### src/rtl/axi4_lite_arbiter_pkg.sv
// Shared definitions for the AXI4-Lite N:1 arbiter: bus widths, response codes and
// the arbitration state type used by both the write and read FSMs.
package axi4_lite_Defs;

    localparam int Addr_Width = 32;
    localparam int Data_Width = 32;

    localparam logic [1:0] RESP_OKAY   = 2'b00;
    localparam logic [1:0] RESP_SLVERR = 2'b10;

    // The read FSM reuses RESP as its data-return phase.
    typedef enum logic [1:0] {IDLE, ADDR, RESP} arb_state_t;

endpackage

### src/rtl/axi4_lite_arbiter_rr.sv
// Combinational round-robin picker: returns the first requester at or after ptr,
// wrapping around modulo N.
module rr_arbiter #(
    parameter int N = 2
) (
    input  logic [N-1:0]         req,
    input  logic [$clog2(N)-1:0] ptr,
    output logic [$clog2(N)-1:0] gnt_idx,
    output logic                 any
);

    localparam int IDX_W = $clog2(N);

    logic [2*N-1:0] doubled;
    logic [N-1:0]   rotated;
    logic [IDX_W-1:0] offset;
    logic [IDX_W:0]   sum;

    // Rotate so bit 0 is the pointer's master, find the lowest set bit, then un-rotate.
    always_comb begin
        doubled = {req, req} >> ptr;
        rotated = doubled[N-1:0];
        offset  = '0;
        for (int i = N - 1; i >= 0; i--) begin
            if (rotated[i]) offset = IDX_W'(i);
        end
        sum = {1'b0, ptr} + {1'b0, offset};
        if (sum >= (IDX_W + 1)'(N)) sum = sum - (IDX_W + 1)'(N);
        gnt_idx = sum[IDX_W-1:0];
        any     = |req;
    end

endmodule

### src/rtl/axi4_lite_arbiter.sv
// Shares one AXI4-Lite slave between N_MST masters; write and read paths each have
// their own round-robin arbiter and FSM, and a grant is held until the response handshake.
module axi4_lite_arbiter
    import axi4_lite_Defs::*;
#(
    parameter int N_MST  = 2,
    parameter int ADDR_W = Addr_Width,
    parameter int DATA_W = Data_Width
) (
    input  logic                        ACLK,
    input  logic                        ARESET,
    input  logic [N_MST*ADDR_W-1:0]     m_awaddr,
    input  logic [N_MST-1:0]            m_awvalid,
    output logic [N_MST-1:0]            m_awready,
    input  logic [N_MST*DATA_W-1:0]     m_wdata,
    input  logic [N_MST*DATA_W/8-1:0]   m_wstrb,
    input  logic [N_MST-1:0]            m_wvalid,
    output logic [N_MST-1:0]            m_wready,
    output logic [1:0]                  m_bresp,
    output logic [N_MST-1:0]            m_bvalid,
    input  logic [N_MST-1:0]            m_bready,
    input  logic [N_MST*ADDR_W-1:0]     m_araddr,
    input  logic [N_MST-1:0]            m_arvalid,
    output logic [N_MST-1:0]            m_arready,
    output logic [DATA_W-1:0]           m_rdata,
    output logic [1:0]                  m_rresp,
    output logic [N_MST-1:0]            m_rvalid,
    input  logic [N_MST-1:0]            m_rready,
    output logic [ADDR_W-1:0]           s_awaddr,
    output logic                        s_awvalid,
    input  logic                        s_awready,
    output logic [DATA_W-1:0]           s_wdata,
    output logic [DATA_W/8-1:0]         s_wstrb,
    output logic                        s_wvalid,
    input  logic                        s_wready,
    input  logic [1:0]                  s_bresp,
    input  logic                        s_bvalid,
    output logic                        s_bready,
    output logic [ADDR_W-1:0]           s_araddr,
    output logic                        s_arvalid,
    input  logic                        s_arready,
    input  logic [DATA_W-1:0]           s_rdata,
    input  logic [1:0]                  s_rresp,
    input  logic                        s_rvalid,
    output logic                        s_rready,
    output logic [$clog2(N_MST)-1:0]    wr_gnt,
    output logic [$clog2(N_MST)-1:0]    rd_gnt
);

    localparam int IDX_W = $clog2(N_MST);
    localparam logic [IDX_W-1:0] LAST = IDX_W'(N_MST - 1);

    arb_state_t       wr_state, wr_state_next, rd_state, rd_state_next;
    logic [IDX_W-1:0] wr_ptr, wr_ptr_next, wr_gnt_next, wr_arb_idx;
    logic [IDX_W-1:0] rd_ptr, rd_ptr_next, rd_gnt_next, rd_arb_idx;
    logic             aw_done, aw_done_next, w_done, w_done_next;
    logic             wr_any, rd_any;

    rr_arbiter #(.N(N_MST)) u_wr_arb (.req(m_awvalid), .ptr(wr_ptr), .gnt_idx(wr_arb_idx), .any(wr_any));
    rr_arbiter #(.N(N_MST)) u_rd_arb (.req(m_arvalid), .ptr(rd_ptr), .gnt_idx(rd_arb_idx), .any(rd_any));

    always_ff @(posedge ACLK or posedge ARESET) begin
        if (ARESET) begin
            wr_state <= IDLE;
            wr_gnt   <= '0;
            wr_ptr   <= '0;
            aw_done  <= 1'b0;
            w_done   <= 1'b0;
            rd_state <= IDLE;
            rd_gnt   <= '0;
            rd_ptr   <= '0;
        end else begin
            wr_state <= wr_state_next;
            wr_gnt   <= wr_gnt_next;
            wr_ptr   <= wr_ptr_next;
            aw_done  <= aw_done_next;
            w_done   <= w_done_next;
            rd_state <= rd_state_next;
            rd_gnt   <= rd_gnt_next;
            rd_ptr   <= rd_ptr_next;
        end
    end

    // Payload muxes depend only on the registered grants.
    always_comb begin
        s_awaddr = '0;
        s_wdata  = '0;
        s_wstrb  = '0;
        s_araddr = '0;
        for (int i = 0; i < N_MST; i++) begin
            if (wr_gnt == IDX_W'(i)) begin
                s_awaddr = m_awaddr[i*ADDR_W +: ADDR_W];
                s_wdata  = m_wdata[i*DATA_W +: DATA_W];
                s_wstrb  = m_wstrb[i*(DATA_W/8) +: (DATA_W/8)];
            end
            if (rd_gnt == IDX_W'(i)) s_araddr = m_araddr[i*ADDR_W +: ADDR_W];
        end
    end

    assign m_bresp = s_bresp;
    assign m_rdata = s_rdata;
    assign m_rresp = s_rresp;

    // Write FSM: done flags stop a second AW or W transfer reaching the slave.
    always_comb begin
        wr_state_next = wr_state;
        wr_gnt_next   = wr_gnt;
        wr_ptr_next   = wr_ptr;
        aw_done_next  = aw_done;
        w_done_next   = w_done;
        s_awvalid     = 1'b0;
        s_wvalid      = 1'b0;
        s_bready      = 1'b0;
        m_awready     = '0;
        m_wready      = '0;
        m_bvalid      = '0;
        case (wr_state)
            IDLE: begin
                if (wr_any) begin
                    wr_gnt_next   = wr_arb_idx;
                    wr_state_next = ADDR;
                end
            end
            ADDR: begin
                s_awvalid         = m_awvalid[wr_gnt] & ~aw_done;
                s_wvalid          = m_wvalid[wr_gnt] & ~w_done;
                m_awready[wr_gnt] = s_awready & ~aw_done;
                m_wready[wr_gnt]  = s_wready & ~w_done;
                aw_done_next      = aw_done | (s_awvalid & s_awready);
                w_done_next       = w_done | (s_wvalid & s_wready);
                if (aw_done_next && w_done_next) begin
                    aw_done_next  = 1'b0;
                    w_done_next   = 1'b0;
                    wr_state_next = RESP;
                end
            end
            RESP: begin
                m_bvalid[wr_gnt] = s_bvalid;
                s_bready         = m_bready[wr_gnt];
                if (s_bvalid && s_bready) begin
                    wr_ptr_next   = (wr_gnt == LAST) ? '0 : wr_gnt + IDX_W'(1);
                    wr_state_next = IDLE;
                end
            end
            default: wr_state_next = IDLE;
        endcase
    end

    always_comb begin
        rd_state_next = rd_state;
        rd_gnt_next   = rd_gnt;
        rd_ptr_next   = rd_ptr;
        s_arvalid     = 1'b0;
        s_rready      = 1'b0;
        m_arready     = '0;
        m_rvalid      = '0;
        case (rd_state)
            IDLE: begin
                if (rd_any) begin
                    rd_gnt_next   = rd_arb_idx;
                    rd_state_next = ADDR;
                end
            end
            ADDR: begin
                s_arvalid         = m_arvalid[rd_gnt];
                m_arready[rd_gnt] = s_arready;
                if (s_arvalid && s_arready) rd_state_next = RESP;
            end
            RESP: begin
                m_rvalid[rd_gnt] = s_rvalid;
                s_rready         = m_rready[rd_gnt];
                if (s_rvalid && s_rready) begin
                    rd_ptr_next   = (rd_gnt == LAST) ? '0 : rd_gnt + IDX_W'(1);
                    rd_state_next = IDLE;
                end
            end
            default: rd_state_next = IDLE;
        endcase
    end

    // A granted master must keep its address VALID until the handshake.
    aw_hold_a: assert property (@(posedge ACLK) disable iff (ARESET)
        (wr_state == ADDR && !aw_done) |-> m_awvalid[wr_gnt]);
    ar_hold_a: assert property (@(posedge ACLK) disable iff (ARESET)
        (rd_state == ADDR) |-> m_arvalid[rd_gnt]);

endmodule

### config.mk
export PLATFORM = sky130hd
export DESIGN_NAME = axi4_lite_arbiter
export DESIGN_NICKNAME = d
export VERILOG_FILES = /design/src/rtl/axi4_lite_arbiter_pkg.sv /design/src/rtl/axi4_lite_arbiter_rr.sv /design/src/rtl/axi4_lite_arbiter.sv
export SDC_FILE = /design/constraint.sdc
export NUM_CORES = 1
export LEC_CHECK = 0
export BUFFER_PORTS_ARGS = -buffer_cell sky130_fd_sc_hd__buf_2
export CAP_MARGIN = 20
export CORE_AREA = 3 3 158 160
export DETAILED_ROUTE_END_ITERATION = 12
export DIE_AREA = 0 0 161 163
export GPL_TIMING_DRIVEN = 0
export PLACE_DENSITY_LB_ADDON = 0.3
export SYNTH_ARGS = -nofsm -noshare
export SYNTH_HDL_FRONTEND = slang
export SYNTH_SLANG_ARGS = --single-unit
### constraint.sdc
create_clock -name ACLK -period 2 [get_ports ACLK]
set_input_delay 0.4 -clock ACLK [delete_from_list [all_inputs] [get_ports ACLK]]
set_output_delay 0.4 -clock ACLK [all_outputs]
set_load 0.01 [all_outputs]
==> flow_summary_export.csv, run 1 <==
group,metric,value,unit
status,status,"finished, final reports clean",
clock_network,root_buffer,"clkbuf_16",
clock_network,clk_pin_slew,0.05,ns
synthesis,synthArstFlopShare,100,%
timing,fmax,513,MHz
global_route,first_global_vias,3143,
clock_network,htreeDepth,1,
global_route,grt_max_degree,11,
floorplanning,ios,406,
timing,slew_headroom,69.0,%
timing,setup_viol,0,
clock_network,clk_latency,0.24,ns
finish,synthToLayoutAreaGrowth,117,%
global_route,grt_util_all_layers,7.92,%
worst_setup_path,worstSetupPathType,"reg2out",
finish,fin_area,4610,µm²
worst_setup_path,path_max_fanout,10,
floorplanning,coreArea,23500,µm²
synthesis,synth_flop_cell,"dfrtp_1",
route,firstDrtPassIters,4,
finish,fin_cells,914,
clock_network,clockBufferDepth,2,
finish,nFillCells,2656,
synthesis,yosys.area.top_type_share,54.7,%
route,wire_per_inst,13.0,µm
worst_setup_path,worstPathCellList,"buf_8 > buf_12 > buf_6 > mux2_2 > buf_2",
synthesis,synth-seq-area-share,11.8,%
placed_design,placed_cell_area,4370,µm²
power,leakage,0.00250,µW
finish,seqCellArea,251,µm²
finish,fin_nets,849,
synthesis,synth_cell_type_count,28,
floorplanning,die_w,161,µm
timing,fin_crit_sh,97.4,%
finish,final_layout_size_suffix_gt1_share,90.3,%
placed_design,post-dp-hpwl,10.8,mm
job,maxCapViolCount,0,
route,ant_nets,0,
placed_design,gp_congestion,0.763,
synthesis,synth_commonest_cells,"103 x mux2_2, 36 x buf_4, 12 x buf_2, 10 x dfrtp_1, 6 x nor2_1",
synthesis,synth_cells,218,
floorplanning,dieArea,26200,µm²
clock_network,cts_hold_buf,0,
timing,tightestPinTransition,0.465,ns
synthesis,synth.most_common_cell,"mux2_2",
route,drc_errors,0,
synthesis,postSynthAreaPerCell,9.72,µm²
worst_setup_path,worstPathRequired,1.60,ns
worst_setup_path,arrival,1.55,ns
synthesis,yosys_register_bits,10,
timing,drv_slew,0,
finish,antenna_cells,0,
placed_design,numPortBuffers,369,
worst_setup_path,cp-end-kind,"primary output",
route,dr.first_iter.drc_count,68,
clock_network,cts_made_buffers,3,
synthesis,synth_enable_flop_cells,0,
worst_setup_path,cpPeakStageDelay,0.36,ns
finish,multi_input_area,1550,µm²
global_route,antenna_found_initial,1,
global_route,grt_pass1_wl,16.6,mm
clock_network,cts_tree,"yes",
synthesis,ys_warn_count,0,
route,vias,3089,
floorplanning,die_y,163,µm
power,power_density,969,nW/µm²
worst_setup_path,cp_slowest_cell,"dfrtp_1",
floorplanning,rows,56,
timing,layout_min_cycle_time,1.95,ns
route,vias_per_cell,3.38,
floorplanning,start_util,9.00,%
global_route,overflow,0,
timing,rsz0062_at_grt,"yes",
placed_design,place_inst,906,
synthesis,synth_nets,471,
synthesis,synth_top_cell_by_area,"mux2_2",
power,irDropWorstVdd,555,µV
synthesis,syn_area,2120,µm²
route,wl,11.9,mm
synthesis,synth_area_leaders,"mux2_2 55%, buf_4 13%, dfrtp_1 12%, buf_2 2.8%, and4b_1 1.4%",
clock_network,clkSinkCount,10,
timing,finalClockSkew,0.00830,ns
timing,hold_viol,0,
worst_hold_path,hp-class,"in2async",
worst_setup_path,worstSetupStartpointType,"flop",
==> area by class of cell <==
| class | count | area share (%) |
|---|---|---|
| Timing Repair Buffer | 373 | 41.0 |
| Multi-Input combinational cell | 155 | 33.5 |
| Buffer | 49 | 9.07 |
| Tap cell | 319 | 8.66 |
| Sequential cell | 10 | 5.46 |
| Clock buffer | 4 | 1.93 |
| Inverter | 4 | 0.326 |
==> logic make-up after synthesis <==
group           Yosys count  share of synthesized area (%)
mux                     106                           56.4
buf+inv                  53                           16.8
simple gates             31                           9.09
compound gates           18                           5.90
flops                    10                           11.8
==> worst max-delay path: cells and delay by family, from the launching register on <==
| kind | cells | cell delay, ns |
|---|---|---|
| multiplexers | 1 | 0.34 |
| buffers and inverters | 4 | 0.61 |
| flip-flops | 1 | 0.36 |
==> power by group <==
| part | switching (µW) | leakage (µW) | total (µW) | internal (µW) |
|---|---|---|---|---|
| clock network | 108 | 0.0000442 | 410 | 302 |
| logic | 1670 | 0.00234 | 3630 | 1960 |
| registers | 130 | 0.000117 | 421 | 291 |
| total | 1900 | 0.00250 | 4460 | 2560 |
==> placed cells by master, fill, tap and decap left out, types with 2 or more instances in the layout <==
cell	n
nor3_1	3
buf_2	371
inv_1	4
a21o_1	2
buf_6	6
and3_1	2
nand3b_1	2
nor2b_1	2
a21oi_1	4
o21ai_0	3
nand2_1	4
mux2_4	3
buf_12	3
and4b_1	3
a31oi_1	4
clkbuf_16	3
mux2_2	101
mux2i_1	2
buf_4	41
dfrtp_1	9
o31ai_1	2
nor2_1	6
==> routing by layer <==
metal	GRT usage (%)	vias to the layer above	wire, µm
met5	0	-	13
met2	14.7	215	6060
met3	2.01	6	1200
li1	-	1513	-
met4	0.782	2	46
met1	9.49	1353	4600
==> final timing paths <==
kind / startpoint / end / slack [ns] / cells after the start
max in group asynchronous: ARESET / rd_gnt / 1.50 / 2
max reg2reg: wr_gnt / wr_state[1] / 0.38 / 5
min: ARESET / w_done / 0.16 / 2
max: wr_gnt / s_wstrb[0] / 0.05 / 5
min in group ACLK: m_arvalid[0] / rd_gnt / 0.37 / 2
min reg2reg: rd_ptr / rd_ptr / 0.54 / 2
==> state kept, by name, indices dropped and copies added, names as in the netlist <==
signal and cells:
rd_ptr 1, rd_state 2, wr_ptr 1, aw_done 1, w_done 1, wr_state 2, rd_gnt 1, wr_gnt 1
==> repair_timing <==
| item | 4_1_cts | 5_1_grt |
|---|---|---|
| endpoints found under the setup margin | 52 | 56 |
| gates cloned | 0 | 0 |
| endpoints found under the hold margin | 0 | 0 |
| gates resized for setup | 21 | 11 |
| buffers inserted | 1 | 3 |
==> stage by stage <==
step / util (%) / hold slack, ns / power (µW) / setup slack (ns) / setup TNS, ns
floorplan: - / 0.240 / 2470 / 0.278 / 0
global placement: 18.5 / 0.444 / 3800 / -0.149 / -0.270
detailed placement: 18.5 / 0.436 / 3780 / -0.203 / -0.289
CTS: 19.3 / 0.177 / 4390 / -0.00415 / -0.00902
global route: 19.6 / 0.213 / 4790 / -0.0296 / -0.495
finish: 19.6 / 0.161 / 4460 / 0.0520 / 0
Note: power is estimated with default switching activity, not from simulation.
==> run 2: changes to the inputs <==
--- a/config.mk
+++ b/config.mk
@@ -11,7 +11,6 @@
 export DETAILED_ROUTE_END_ITERATION = 12
 export DIE_AREA = 0 0 161 163
 export GPL_TIMING_DRIVEN = 0
-export PLACE_DENSITY_LB_ADDON = 0.3
 export SYNTH_ARGS = -nofsm -noshare
 export SYNTH_HDL_FRONTEND = slang
 export SYNTH_SLANG_ARGS = --single-unit
==> run 2 against run 1 <==
Design area fell by 0.73%; largest cell class unchanged; cell count did not move; flip-flop and latch count did not move; via count rose by 0.23%; combinational power fell by 1%; fmax fell by 0.39%; core utilization fell by 0.14 points; clock-buffer cell count did not move; first-iteration DRC count fell by 18%; critical endpoint unchanged; non-clock buffer count did not move.
==> flow_summary_export.csv, run 2 (synthesis results as in run 1) <==
group,metric,value,unit
status,status,"finished, final reports clean",
timing,rsz0062_at_grt,"yes",
finish,final_layout_size_suffix_gt1_share,89.9,%
route,firstDrtPassIters,4,
worst_setup_path,worst-r2r-setup-slack,0.40,ns
worst_setup_path,cpPeakStageDelay,0.37,ns
clock_network,clk_latency,0.24,ns
timing,finalClockSkew,0.00135,ns
finish,final_common_cell,"buf_2",
route,vias_per_cell,3.39,
clock_network,cts_made_buffers,3,
finish,fin_nets,849,
floorplanning,ios,406,
clock_network,root_buffer,"clkbuf_16",
placed_design,numPortBuffers,369,
power,power_density,964,nW/µm²
finish,antenna_cells,0,
clock_network,clk_pin_slew,0.05,ns
worst_setup_path,path_max_fanout,10,
timing,hold_viol,0,
power,irDropWorstVdd,339,µV
timing,timing.hold.ws,0.182,ns
route,ant_nets,0,
placed_design,gp_congestion,0.880,
finish,fin_cells,914,
clock_network,cts_tree,"yes",
worst_setup_path,worstPathRequired,1.60,ns
timing,setup_viol,0,
power,leakage,0.00249,µW
finish,seqCellArea,251,µm²
timing,tightestPinTransition,0.512,ns
global_route,grt_util_all_layers,8.01,%
timing,drv_slew,0,
timing,fmax,511,MHz
global_route,antenna_found_initial,0,
clock_network,clockBufferDepth,2,
finish,synthToLayoutAreaGrowth,116,%
worst_hold_path,hp-class,"in2async",
worst_setup_path,ff2ff_path_depth,5,
placed_design,post-dp-hpwl,11.2,mm
finish,multi_input_area,1530,µm²
worst_setup_path,reg2reg_from,"wr_gnt",
floorplanning,rows,56,
clock_network,clkSinkCount,10,
floorplanning,die_y,163,µm
worst_setup_path,cp_slowest_cell,"mux2_2",
worst_setup_path,critPathMostFrequentCell,"buf_6",
route,drc_errors,0,
floorplanning,coreArea,23500,µm²
placed_design,placed_cell_area,4370,µm²
worst_setup_path,reg2reg_to,"wr_state[1]",
placed_design,place_inst,906,
timing,fin_crit_sh,97.8,%
route,wire_per_inst,13.6,µm
worst_setup_path,worstPathCellList,"buf_6 > buf_12 > buf_6 > mux2_2 > buf_2",
job,maxCapViolCount,0,
route,vias,3096,
worst_setup_path,arrival,1.56,ns
route,dr.first_iter.drc_count,56,
finish,largestRegisters,"rd_state x2, wr_state x2",
clock_network,htreeDepth,1,
worst_setup_path,worstSetupPathType,"reg2out",
global_route,grt_max_degree,11,
floorplanning,start_util,9.00,%
floorplanning,die_w,161,µm
timing,layout_min_cycle_time,1.96,ns
finish,fin_area,4570,µm²
clock_network,cts_hold_buf,0,
finish,fin_util,19.4,%
finish,nFillCells,2655,
timing,slew_headroom,65.8,%
worst_setup_path,cp-end-kind,"primary output",
worst_setup_path,worstSetupStartpointType,"flop",
floorplanning,dieArea,26200,µm²
global_route,first_global_vias,2977,
global_route,grt_pass1_wl,16.6,mm
global_route,overflow,0,
route,wl,12.4,mm
finish,layout_common_cells,"371 x buf_2, 101 x mux2_2, 40 x buf_4, 9 x dfrtp_1, 7 x buf_6",
run 2: cell count changes in the layout (fill, tap and decap cells not counted):
cell,delta
clkbuf_4,+2
buf_4,-1
buf_8,-1
buf_6,+1
nor4b_1,+1
nand2b_1,+1
nor4b_4,-1
nand2b_2,-1
buf_12,-1
run 2: final cells by class:
type | count | area share [%]
plain buffers | 49 | 8.97
well taps | 319 | 8.73
flip-flops and latches | 10 | 5.50
repair buffers | 373 | 41.1
clock buffers | 4 | 1.94
multi-input cells | 155 | 33.4
inverters | 4 | 0.328
run 2: what timing repair did:
item                                   CTS  global route
setup buffers                            2             2
gates resized for setup                 17            11
endpoints found under the hold margin    0             0
setup endpoints to repair               53            17
run 2: per-stage QoR:
stage          worst slack, ns   TNS, ns  power (µW)
2_1_floorplan            0.278         0        2470
3_3_place_gp           -0.0351   -0.0351        3770
3_5_place_dp           -0.0284   -0.0284        3780
4_1_cts                0.00859         0        4370
5_1_grt               -0.00597  -0.00597        4740
6_report                0.0444         0        4410
run 2: per-layer routing:
metal / global-route usage [%] / vias to the layer above / wire (µm)
li1: - / 1511 / -
met3: 1.50 / 2 / 998
met2: 14.5 / 170 / 6420
met5: 0 / - / 0
met1: 10.3 / 1413 / 4950
met4: 0.743 / 0 / 44
run 2: critical path, delay by kind of cell (launching register included):
family	cells	cell delay [ns]
mux	1	0.37
buf+inv	4	0.59
flops	1	0.35
run 2: how the worst max path moves through the flow:
| stage | cells past startpoint | startpoint | endpoint | slack (ns) |
|---|---|---|---|---|
| finish | 5 | wr_gnt | s_wstrb[0] | 0.04 |
| global route | 5 | wr_gnt | s_wstrb[0] | -0.006 |
| CTS | 4 | wr_gnt | s_awaddr[10] | 0.009 |
| detailed placement | 5 | wr_gnt | s_wdata[25] | -0.03 |
| global placement | 5 | wr_gnt | s_wdata[25] | -0.04 |
| floorplan | 4 | wr_gnt | m_awready[0] | 0.28 |
run 2: report_power, final:
| part | internal [µW] | switching (µW) | total (µW) |
|---|---|---|---|
| logic | 1930 | 1660 | 3590 |
| clock network | 302 | 106 | 408 |
| registers | 291 | 126 | 417 |
| total | 2520 | 1890 | 4410 |
==> run 3: changes to the inputs <==
--- a/config.mk
+++ b/config.mk
@@ -5,7 +5,7 @@
 export SDC_FILE = /design/constraint.sdc
 export NUM_CORES = 1
 export LEC_CHECK = 0
-export BUFFER_PORTS_ARGS = -buffer_cell sky130_fd_sc_hd__buf_2
+export BUFFER_PORTS_ARGS = -buffer_cell sky130_fd_sc_hd__buf_4
 export CAP_MARGIN = 20
 export CORE_AREA = 3 3 158 160
 export DETAILED_ROUTE_END_ITERATION = 12
==> run 3 against run 2 <==
Clock skew down 0.00061 ns; core utilization increased by 4.3 points; sequential power fell by 2%; first-iteration DRC count shrank 29%; critical endpoint is now s_awvalid; die area stayed put; wire length is 7.7% higher.
==> flow_summary_export.csv, run 3 (synthesis results as in run 1) <==
group,metric,value,unit
global_route,grt_util_all_layers,8.66,%
timing,hold_viol,0,
power,leakage,0.00288,µW
clock_network,cts_made_buffers,3,
timing,slew_headroom,68.0,%
placed_design,placed_cell_area,5290,µm²
floorplanning,coreArea,23500,µm²
worst_setup_path,arrival,1.58,ns
global_route,first_global_vias,3113,
timing,drv_slew,0,
placed_design,numPortBuffers,369,
floorplanning,rows,56,
power,intPower,3170,µW
floorplanning,die_w,161,µm
clock_network,cts_hold_buf,0,
finish,antenna_cells,0,
worst_setup_path,worstPathRequired,1.60,ns
route,wl_met3,981,µm
finish,final_common_cell,"buf_4",
timing,timing.final.ws_setup,0.0198,ns
placed_design,place_inst,906,
timing,layout_min_cycle_time,1.98,ns
timing,fmax,505,MHz
floorplanning,start_util,9.00,%
placed_design,post-place-ws,-0.151,ns
global_route,overflow,0,
route,firstDrtPassIters,4,
clock_network,clkSinkCount,10,
route,wire_per_inst,14.6,µm
route,vias,3074,
worst_setup_path,worstSetupPathType,"reg2out",
finish,fin_nets,853,
timing,rsz0062_at_grt,"yes",
clock_network,cts_tree,"yes",
clock_network,root_buffer,"clkbuf_16",
clock_network,clockBufferDepth,2,
route,drt-met1-wl,5.39,mm
worst_setup_path,worstSetupStartpointType,"flop",
job,maxCapViolCount,0,
power,seqPwrFrac,7.9,%
route,dr_wl_met2,7.00,mm
clock_network,clk_latency,0.24,ns
finish,nFillCells,2569,
route,wl,13.4,mm
timing,setup_viol,0,
placed_design,post-dp-hpwl,11.9,mm
timing,tightestPinTransition,0.480,ns
timing,finalClockSkew,0.000745,ns
global_route,antenna_found_initial,0,
finish,layout_common_cells,"415 x buf_4, 89 x mux2_2, 15 x mux2_4, 9 x dfrtp_1, 6 x nor2_1",
finish,fin_area,5590,µm²
finish,largestRegisters,"rd_state x2, wr_state x2",
finish,fin_cells,918,
power,power_density,924,nW/µm²
worst_setup_path,path_max_fanout,6,
floorplanning,dieArea,26200,µm²
finish,final_layout_size_suffix_gt1_share,90.0,%
clock_network,htreeDepth,1,
global_route,grt_pass1_wl,18.1,mm
clock_network,clk_pin_slew,0.05,ns
timing,fin_crit_sh,99.0,%
global_route,grt_max_degree,11,
route,ant_nets,0,
floorplanning,die_y,163,µm
power,pwr-share-comb,84.2,%
worst_hold_path,hp-class,"in2async",
route,highest_layer,"met3",
route,vias_per_cell,3.35,
power,p_sw,2000,µW
finish,synthToLayoutAreaGrowth,164,%
status,status,"finished, final reports clean",
power,power_frac_clock,7.8,%
power,sw_frac_of_total,38.6,%
floorplanning,ios,406,
placed_design,gp_congestion,0.839,
power,irDropWorstVdd,333,µV
worst_setup_path,cp-end-kind,"primary output",
route,drc_errors,0,
route,dr.first_iter.drc_count,40,
run 3: changes by cell type in the layout (fill, tap and decap cells not counted), sizes merged:
cell | previous run | this run
buf | 420 | 424
run 3: what timing repair did:
| action | CTS | global route |
|---|---|---|
| hold endpoints to repair | 0 | 0 |
| resized for setup | 23 | 22 |
| endpoints found under the setup margin | 89 | 61 |
| gates cloned | 0 | 0 |
| setup buffers | 5 | 3 |
run 3: metal layers:
metal / GRT usage [%] / vias to the layer above
met2: 16.0 / 164
met1: 10.8 / 1383
met4: 0.587 / 0
met5: 0 / -
met3: 1.91 / 0
li1: - / 1527
run 3: power by group through the flow:
| stage | Combinational, µW | Sequential [µW] | Clock [µW] |
|---|---|---|---|
| floorplan | 2090 | 389 | 0 |
| global placement | 3950 | 417 | 0 |
| detailed placement | 3970 | 416 | 0 |
| CTS | 4220 | 418 | 418 |
| global route | 4640 | 432 | 426 |
| finish | 4350 | 409 | 405 |
run 3: worst max-delay path, cell delays in order, from the launching register on:
cell and delay, ns:
dfrtp_1 0.39, buf_6 0.16, buf_4 0.16, mux2_4 0.33
nor3b_1 0.15, buf_4 0.15
run 3: final cells by class:
type / count / area [µm²] / share of cell area (%)
Buffer: 49 / 430 / 7.70
Clock buffer: 4 / 88.8 / 1.59
Inverter: 4 / 15.0 / 0.268
Multi-Input combinational cell: 155 / 1570 / 28.1
Sequential cell: 10 / 251 / 4.50
Tap cell: 319 / 399 / 7.14
Timing Repair Buffer: 377 / 2830 / 50.7
run 3: through the flow:
| step | power, µW | hold slack (ns) | setup TNS [ns] | util [%] |
|---|---|---|---|---|
| after CTS | 5060 | 0.219 | -0.0241 | 23.3 |
| after floorplan | 2470 | 0.240 | 0 | - |
| final | 5170 | 0.184 | 0 | 23.8 |
| after detailed placement | 4380 | 0.485 | -2.73 | 22.5 |
| after global routing | 5500 | 0.237 | -0.244 | 23.8 |
| after global placement | 4370 | 0.467 | -2.06 | 22.5 |
run 3: final timing paths:
kind	from	end	slack [ns]	cells after the start
worst max-delay path	wr_gnt	s_awvalid	0.02	5
worst min-delay path	ARESET	wr_gnt	0.18	2
worst max register to register	wr_gnt	wr_state[1]	0.38	5
worst min register to register	rd_ptr	rd_ptr	0.53	2
max in group asynchronous	ARESET	rd_gnt	1.46	2
min in group ACLK	m_awvalid[0]	wr_gnt	0.36	2
